### src/rtl/cache_miss_refill_ctrl.sv
// ============================================================================
// Module      : cache_miss_refill_ctrl
// Description : Blocking miss handler for the 4-way L1 data cache. Captures
//               a single missing load/store, reads the 64 B line from main
//               memory as 16 x 32-bit beats, picks a victim way with per-set
//               round-robin, writes the line into the cache arrays and then
//               replays the original request to the cache.
//
// Ports       : clk, rst                 clock / asynchronous active-high reset
//               miss_*                   miss request in (valid/ready handshake)
//               mem_req/addr/gnt         line read request to main memory
//               mem_rvalid/rdata         returning data beats, lowest first
//               refill_*                 one-cycle write strobe into the cache
//               replay_*                 replayed request (valid/ready)
//               busy                     high whenever a miss is in flight
//               miss_count, fill_cycles  saturating perf counters (optional)
//
// Config      : define MISS_PERF_CNT_EN to add the miss_count and
//               fill_cycles outputs and their counters.
//
// Revision    : 1.0 - initial release
// ============================================================================
`default_nettype none

module cache_miss_refill_ctrl #(
    parameter int INDEX_W  = 7,
    parameter int OFFSET_W = 6,
    parameter int TAG_W    = 19,
    parameter int BEAT_W   = 32,
    parameter int NUM_WAYS = 4
) (
    input  logic                          clk,
    input  logic                          rst,

    input  logic                          miss_valid,
    output logic                          miss_ready,
    input  logic [31:0]                   miss_pc,
    input  logic [31:0]                   miss_addr,
    input  logic                          miss_is_store,
    input  logic                          miss_store_size,
    input  logic [31:0]                   miss_data_sw,

    output logic                          mem_req,
    output logic [31:0]                   mem_addr,
    input  logic                          mem_gnt,
    input  logic                          mem_rvalid,
    input  logic [BEAT_W-1:0]             mem_rdata,

    output logic                          refill_valid,
    output logic [INDEX_W-1:0]            refill_index,
    output logic [$clog2(NUM_WAYS)-1:0]   refill_way,
    output logic [TAG_W-1:0]              refill_tag,
    output logic [8*(2**OFFSET_W)-1:0]    refill_line,

    output logic                          replay_valid,
    input  logic                          replay_ready,
    output logic [31:0]                   replay_pc,
    output logic [31:0]                   replay_addr,
    output logic                          replay_is_store,
    output logic                          replay_store_size,
    output logic [31:0]                   replay_data_sw,

    output logic                          busy
`ifdef MISS_PERF_CNT_EN
    ,
    output logic [31:0]                   miss_count,
    output logic [31:0]                   fill_cycles
`endif
);

    localparam int c_LINE_W   = 8 * (2**OFFSET_W);
    localparam int c_BEATS    = c_LINE_W / BEAT_W;
    localparam int c_CNT_W    = $clog2(c_BEATS);
    localparam int c_WAY_W    = $clog2(NUM_WAYS);
    localparam int c_NUM_SETS = 2**INDEX_W;

    localparam logic [c_CNT_W-1:0] c_LAST_BEAT = c_CNT_W'(c_BEATS - 1);
    localparam logic [c_WAY_W-1:0] c_LAST_WAY  = c_WAY_W'(NUM_WAYS - 1);

    localparam logic [2:0] c_S_IDLE   = 3'd0;
    localparam logic [2:0] c_S_REQ    = 3'd1;
    localparam logic [2:0] c_S_FILL   = 3'd2;
    localparam logic [2:0] c_S_REFILL = 3'd3;
    localparam logic [2:0] c_S_REPLAY = 3'd4;

    logic [2:0]          r_state;
    logic [2:0]          w_state_nxt;

    logic [31:0]         r_pc;
    logic [31:0]         r_addr;
    logic                r_is_store;
    logic                r_store_size;
    logic [31:0]         r_data_sw;

    logic [c_CNT_W-1:0]  r_beat_cnt;
    logic [BEAT_W-1:0]   r_line [c_BEATS];
    logic [c_WAY_W-1:0]  r_rr   [c_NUM_SETS];

    logic                w_accept;
    logic                w_beat;
    logic                w_last_beat;
    logic                w_refill_fire;
    logic [INDEX_W-1:0]  w_index;
    logic [TAG_W-1:0]    w_tag;

    assign w_accept      = miss_valid && (r_state == c_S_IDLE);
    // Beats are only meaningful while filling; anything else is dropped.
    assign w_beat        = mem_rvalid && (r_state == c_S_FILL);
    assign w_last_beat   = w_beat && (r_beat_cnt == c_LAST_BEAT);
    assign w_refill_fire = (r_state == c_S_REFILL);
    assign w_index       = r_addr[OFFSET_W +: INDEX_W];
    assign w_tag         = r_addr[OFFSET_W + INDEX_W +: TAG_W];

    // ------------------------------------------------------------------
    // FSM: state register
    // ------------------------------------------------------------------
    always_ff @(posedge clk or posedge rst) begin
        if (rst) begin
            r_state <= c_S_IDLE;
        end else begin
            r_state <= w_state_nxt;
        end
    end

    // ------------------------------------------------------------------
    // FSM: next state
    // ------------------------------------------------------------------
    always_comb begin
        w_state_nxt = r_state;
        case (r_state)
            c_S_IDLE:   if (miss_valid)   w_state_nxt = c_S_REQ;
            c_S_REQ:    if (mem_gnt)      w_state_nxt = c_S_FILL;
            c_S_FILL:   if (w_last_beat)  w_state_nxt = c_S_REFILL;
            c_S_REFILL:                   w_state_nxt = c_S_REPLAY;
            c_S_REPLAY: if (replay_ready) w_state_nxt = c_S_IDLE;
            default:                      w_state_nxt = c_S_IDLE;
        endcase
    end

    // ------------------------------------------------------------------
    // FSM: outputs
    // ------------------------------------------------------------------
    always_comb begin
        miss_ready   = 1'b0;
        mem_req      = 1'b0;
        refill_valid = 1'b0;
        replay_valid = 1'b0;
        busy         = 1'b1;
        case (r_state)
            c_S_IDLE: begin
                miss_ready = 1'b1;
                busy       = 1'b0;
            end
            c_S_REQ:    mem_req      = 1'b1;
            c_S_FILL:   ;
            c_S_REFILL: refill_valid = 1'b1;
            c_S_REPLAY: replay_valid = 1'b1;
            default: begin
                miss_ready = 1'b0;
                busy       = 1'b1;
            end
        endcase
    end

    // ------------------------------------------------------------------
    // Captured miss request
    // ------------------------------------------------------------------
    always_ff @(posedge clk or posedge rst) begin
        if (rst) begin
            r_pc         <= '0;
            r_addr       <= '0;
            r_is_store   <= 1'b0;
            r_store_size <= 1'b0;
            r_data_sw    <= '0;
        end else if (w_accept) begin
            r_pc         <= miss_pc;
            r_addr       <= miss_addr;
            r_is_store   <= miss_is_store;
            r_store_size <= miss_store_size;
            r_data_sw    <= miss_data_sw;
        end
    end

    // ------------------------------------------------------------------
    // Beat counter and line buffer. The counter wraps to 0 on the last
    // beat, so it is already primed for the next miss.
    // ------------------------------------------------------------------
    always_ff @(posedge clk or posedge rst) begin
        if (rst) begin
            r_beat_cnt <= '0;
            for (int k = 0; k < c_BEATS; k++) begin
                r_line[k] <= '0;
            end
        end else if (w_beat) begin
            r_line[r_beat_cnt] <= mem_rdata;
            r_beat_cnt         <= r_beat_cnt + c_CNT_W'(1);
        end
    end

    always_comb begin
        refill_line = '0;
        for (int k = 0; k < c_BEATS; k++) begin
            refill_line[k*BEAT_W +: BEAT_W] = r_line[k];
        end
    end

    // ------------------------------------------------------------------
    // Per-set round-robin victim pointers, advanced on each refill.
    // ------------------------------------------------------------------
    always_ff @(posedge clk or posedge rst) begin
        if (rst) begin
            for (int s = 0; s < c_NUM_SETS; s++) begin
                r_rr[s] <= '0;
            end
        end else if (w_refill_fire) begin
            if (r_rr[w_index] == c_LAST_WAY) begin
                r_rr[w_index] <= '0;
            end else begin
                r_rr[w_index] <= r_rr[w_index] + c_WAY_W'(1);
            end
        end
    end

    // ------------------------------------------------------------------
    // Output fields derived from the captured request
    // ------------------------------------------------------------------
    assign mem_addr          = {w_tag, w_index, {OFFSET_W{1'b0}}};
    assign refill_index      = w_index;
    assign refill_tag        = w_tag;
    assign refill_way        = r_rr[w_index];
    assign replay_pc         = r_pc;
    assign replay_addr       = r_addr;
    assign replay_is_store   = r_is_store;
    assign replay_store_size = r_store_size;
    assign replay_data_sw    = r_data_sw;

`ifdef MISS_PERF_CNT_EN
    // ------------------------------------------------------------------
    // Saturating performance counters
    // ------------------------------------------------------------------
    logic [31:0] r_miss_count;
    logic [31:0] r_fill_cycles;

    always_ff @(posedge clk or posedge rst) begin
        if (rst) begin
            r_miss_count  <= '0;
            r_fill_cycles <= '0;
        end else begin
            if (w_accept && (r_miss_count != 32'hFFFF_FFFF)) begin
                r_miss_count <= r_miss_count + 32'd1;
            end
            if (((r_state == c_S_REQ) || (r_state == c_S_FILL)) &&
                (r_fill_cycles != 32'hFFFF_FFFF)) begin
                r_fill_cycles <= r_fill_cycles + 32'd1;
            end
        end
    end

    assign miss_count  = r_miss_count;
    assign fill_cycles = r_fill_cycles;
`endif

endmodule

`default_nettype wire
### config.mk
export PLATFORM = sky130hd
export DESIGN_NAME = cache_miss_refill_ctrl
export DESIGN_NICKNAME = d
export VERILOG_FILES = /design/src/rtl/cache_miss_refill_ctrl.sv
export SDC_FILE = /design/constraint.sdc
export NUM_CORES = 2
export LEC_CHECK = 0
export CELL_PAD_IN_SITES_DETAIL_PLACEMENT = 0
export CELL_PAD_IN_SITES_GLOBAL_PLACEMENT = 1
export CORE_AREA = 2 2 315 317
export CTS_CLUSTER_DIAMETER = 60
export DETAILED_ROUTE_END_ITERATION = 10
export DIE_AREA = 0 0 317 319
export GPL_ROUTABILITY_DRIVEN = 0
export GPL_TIMING_DRIVEN = 0
export PLACE_DENSITY_LB_ADDON = 0.1
export SLEW_MARGIN = 20
export SYNTH_ARGS = -nofsm -noshare
export SYNTH_HDL_FRONTEND = slang
export SYNTH_SLANG_ARGS = --single-unit
### constraint.sdc
create_clock -name clk -period 32.2 [get_ports clk]
set_input_delay 4.83 -clock clk [delete_from_list [all_inputs] [get_ports clk]]
set_output_delay 4.83 -clock clk [all_outputs]
set_load 0.01 [all_outputs]
==> flow_summary.yaml <==
sta:
  skew_ns: 0.0280
  setup_violations: 0
  finalCritPeriodShare_pct: 30.8
  finalCriticalPeriod_ns: 9.91
  slew_violations: 0
  rsz0062_at_grt: "false"
  fin_ws_ns: 22.29
  fmax_mhz: 101
  slew_headroom_pct: 24.9
  hold_violations: 0
  tightest_slew_ns: 1.12
synthesis:
  syn-cell-area_mm2: 0.0375
  syn_area_per_cell_um2: 13.2
  synth-edff-count: 0
  synthArstFlopShare_pct: 100
  synth_cell_types: 72
  synthCells: 2832
  synth-seq-area-share_pct: 58.3
  synth_ff_type: "dfrtp_1"
  ys_ff_latch: 873
  ys_warn_count: 0
clocking:
  root_buffer: "clkbuf_16"
  htreeDepth: 3
  post_cts_buffers: 0
  cts_made_buffers: 105
  cts_tree: "done"
  clkSlewWorstSetupHoldPaths_ns: 0.06
  clock_sinks: 873
  cts_resized: 0
  clk-insertion-delay-late_ns: 0.69
  cts.path.max_buffers: 3
  hold_buffers: 0
placed_design:
  place_area_mm2: 0.0474
  hpwl_um: 118000
  portBuffers: 804
  place_ws_ns: 23.17
global_routing:
  grt_pass1_vias: 30200
  grt_first_pass_wirelength_um: 225000
  grt_usage_pct: 31.0
  grt_max_degree: 110
  antenna_found_initial: 10
  gr-total-overflow: 0
power_and_ir_drop:
  leakage_nw: 22.8
  irDropWorstVdd_uv: 55.7
  finalPower_mw: 5.04
  power_density_mw_per_mm2: 98.5
floorplanning:
  dieHeight_um: 319
  dieArea_mm2: 0.101
  initial_core_util_pct: 38.4
  num_rows: 115
  core-area_mm2: 0.0977
  die_x_um: 317
  ios: 811
worst_setup_path:
  reg2reg_from: "replay_addr[6]$_DFFE_PP0P_"
  worst_setup_path_endpoint: "refill_way[0]"
  path_class: "flip-flop to primary output"
  critical_path_arrival_ns: 5.08
  cp-end-kind: "primary output"
  cp.depth: 8
  r2r_end: "r_rr[133]$_DFFE_PP0P_"
  critPathTopFamily: "compound AO/OA/AOI/OAI gates"
  path_buf_inv: 2
  path_cells: "nor2b_1 > clkbuf_1 > a22oi_1 > a2111oi_2 > nor4_4 > a211oi_2 > or3_1 > clkdlybuf4s50_1"
  required_ns: 27.37
  r2r_slack_ns: 25.46
  r2r_cells: 19
  timing.critical_path.fanout_max: 10
  setup.worst_path.start: "replay_addr[8]$_DFFE_PP0P_"
  max_stage_delay_ns: 0.82
  critPathLaunchType: "flip-flop"
  cp_slowest_cell: "clkbuf_1"
outcome:
  outcome: "completed"
routing:
  drt-vias-per-instance: 5.74
  routed_wl_um: 160000
  wl_per_cell_um: 31.1
  drt_first_pass_iters: 6
  vias: 29500
  postRouteAntennaNets: 0
  route.detailed.drc: 0
  drtIter0Drc: 2678
cells_and_area:
  nets: 3900
  utilization_pct: 52.4
  stdcell_area_mm2: 0.0512
  drive_gt1_share_pct: 27.4
  syn2layout_area_growth_pct: 36.5
hold_path:
  worstHoldStart: "r_rr[76]$_DFFE_PP0P_"
  hold_class: "flip-flop to flip-flop"
run:
  drv_cap: 0
==> power by group <==
part,internal (mW),leakage [nW],switching [mW]
sequential,1.42,11.8,0.212
clock,0.766,1.82,0.504
combinational,0.952,9.25,1.19
==> worst reg2reg max path, cell delays in order, from the launching register on <==
cell	delay, ns
dfrtp_1	0.38
buf_2	0.31
buf_6	0.29
buf_6	0.25
buf_2	0.35
buf_2	0.42
buf_2	0.46
o211ai_1	0.18
a22oi_1	0.27
o221ai_1	0.25
a221o_1	0.53
ha_1	0.23
clkbuf_1	0.22
nor2b_1	0.28
clkbuf_1	0.75
clkbuf_1	0.49
clkbuf_1	0.54
o21ai_0	0.18
nand2_1	0.11
o21ai_0	0.10
==> metrics by stage <==
stage | TNS, ns | hold WS (ns) | instances
final | 0 | 0.481 | 5139
after floorplan | 0 | 0.439 | 2837
after detailed placement | 0 | 0.463 | 4938
after global routing | 0 | 0.498 | 5137
after global placement | -5896.30 | 0.455 | 4928
after CTS | 0 | 0.482 | 5135
==> Yosys cell counts (44+ instances only) <==
cell | instances | share of area [%]
dfrtp_1 | 873 | 58
mux2_2 | 607 | 18
nand2_1 | 217 | 2.2
o21ai_0 | 164 | 2.2
nor2_1 | 142 | 1.4
clkbuf_1 | 109 | 1.1
a22o_1 | 104 | 2.4
buf_4 | 62 | 1.2
buf_1 | 51 | 0.51
buf_2 | 50 | 0.67
o31ai_2 | 48 | 1.6
o41ai_2 | 44 | 1.9
==> layout make-up <==
type	instances	area, um^2
plain buffers	292	1550
clock inverters	49	679
well taps	1287	1610
inverters	12	52.6
clock buffers	148	3040
flip-flops and latches	873	21800
multi-input cells	1660	14100
repair buffers	814	8320
fillers	8295	46500
diodes	4	10.0
==> cells in the final DEF (no fill, tap or decap), types with 7 or more instances in the layout <==
cell | synthesis | layout
dfrtp_1 | 873 | 873
buf_6 | 20 | 20
o31ai_2 | 48 | 48
mux2_1 | 18 | 18
clkbuf_16 | 0 | 107
a22o_1 | 104 | 104
o41ai_1 | 7 | 7
a22oi_1 | 18 | 18
buf_1 | 51 | 49
o21ai_0 | 164 | 164
a221oi_1 | 32 | 32
nor2b_1 | 12 | 12
mux4_2 | 11 | 11
nor3_1 | 7 | 7
o41ai_2 | 44 | 44
clkdlybuf4s50_1 | 0 | 804
clkbuf_8 | 0 | 21
clkbuf_1 | 109 | 126
o221ai_1 | 12 | 12
clkinv_2 | 0 | 16
mux2_2 | 607 | 607
and2_1 | 10 | 10
nand2_1 | 217 | 217
o211ai_1 | 12 | 12
a21oi_1 | 21 | 21
inv_1 | 10 | 9
buf_16 | 0 | 10
bufinv_16 | 0 | 13
mux2i_1 | 27 | 27
buf_2 | 50 | 52
nand3_1 | 35 | 35
buf_4 | 62 | 62
o31ai_1 | 20 | 20
nor2_1 | 142 | 142
==> per-layer routing <==
metal  up-vias  track usage (%)  share of wire [%]
met5         -                0             0.0056
met1     15200             37.7                 37
met2      1819             49.6                 47
met4         2             16.4                5.9
li1      12100                -                  -
met3       405             8.88                 10
==> how the worst min path moves through the flow <==
stage / end / slack [ns] / cells after the start
after floorplan: r_rr[186]$_DFFE_PP0P_ / 0.44 / 2
after global placement: r_rr[136]$_DFFE_PP0P_ / 0.46 / 2
after detailed placement: r_rr[174]$_DFFE_PP0P_ / 0.46 / 2
after CTS: r_rr[136]$_DFFE_PP0P_ / 0.48 / 2
after global routing: r_rr[60]$_DFFE_PP0P_ / 0.50 / 2
final: r_rr[76]$_DFFE_PP0P_ / 0.48 / 2
==> sequential cells by signal (all words and copies together) (netlist names) <==
name               flops
refill_line          512
r_rr                 256
replay_addr           32
replay_data_sw        32
replay_pc             32
r_beat_cnt             4
r_state                3
replay_is_store        1
replay_store_size      1
==> logic make-up after synthesis <==
family                     after synthesis  synth area share [%]
and+or+nand+nor                        455                  5.26
buffers and inverters                  304                  4.23
xor gates and xnor gates                 3                0.0701
other                                    1                0.0100
adders and majority gates                6                 0.200
DFF                                    873                  58.3
AOI/OAI and AO/OA                      527                  11.8
muxes                                  663                  20.2
(Power assumes the default switching activity.)
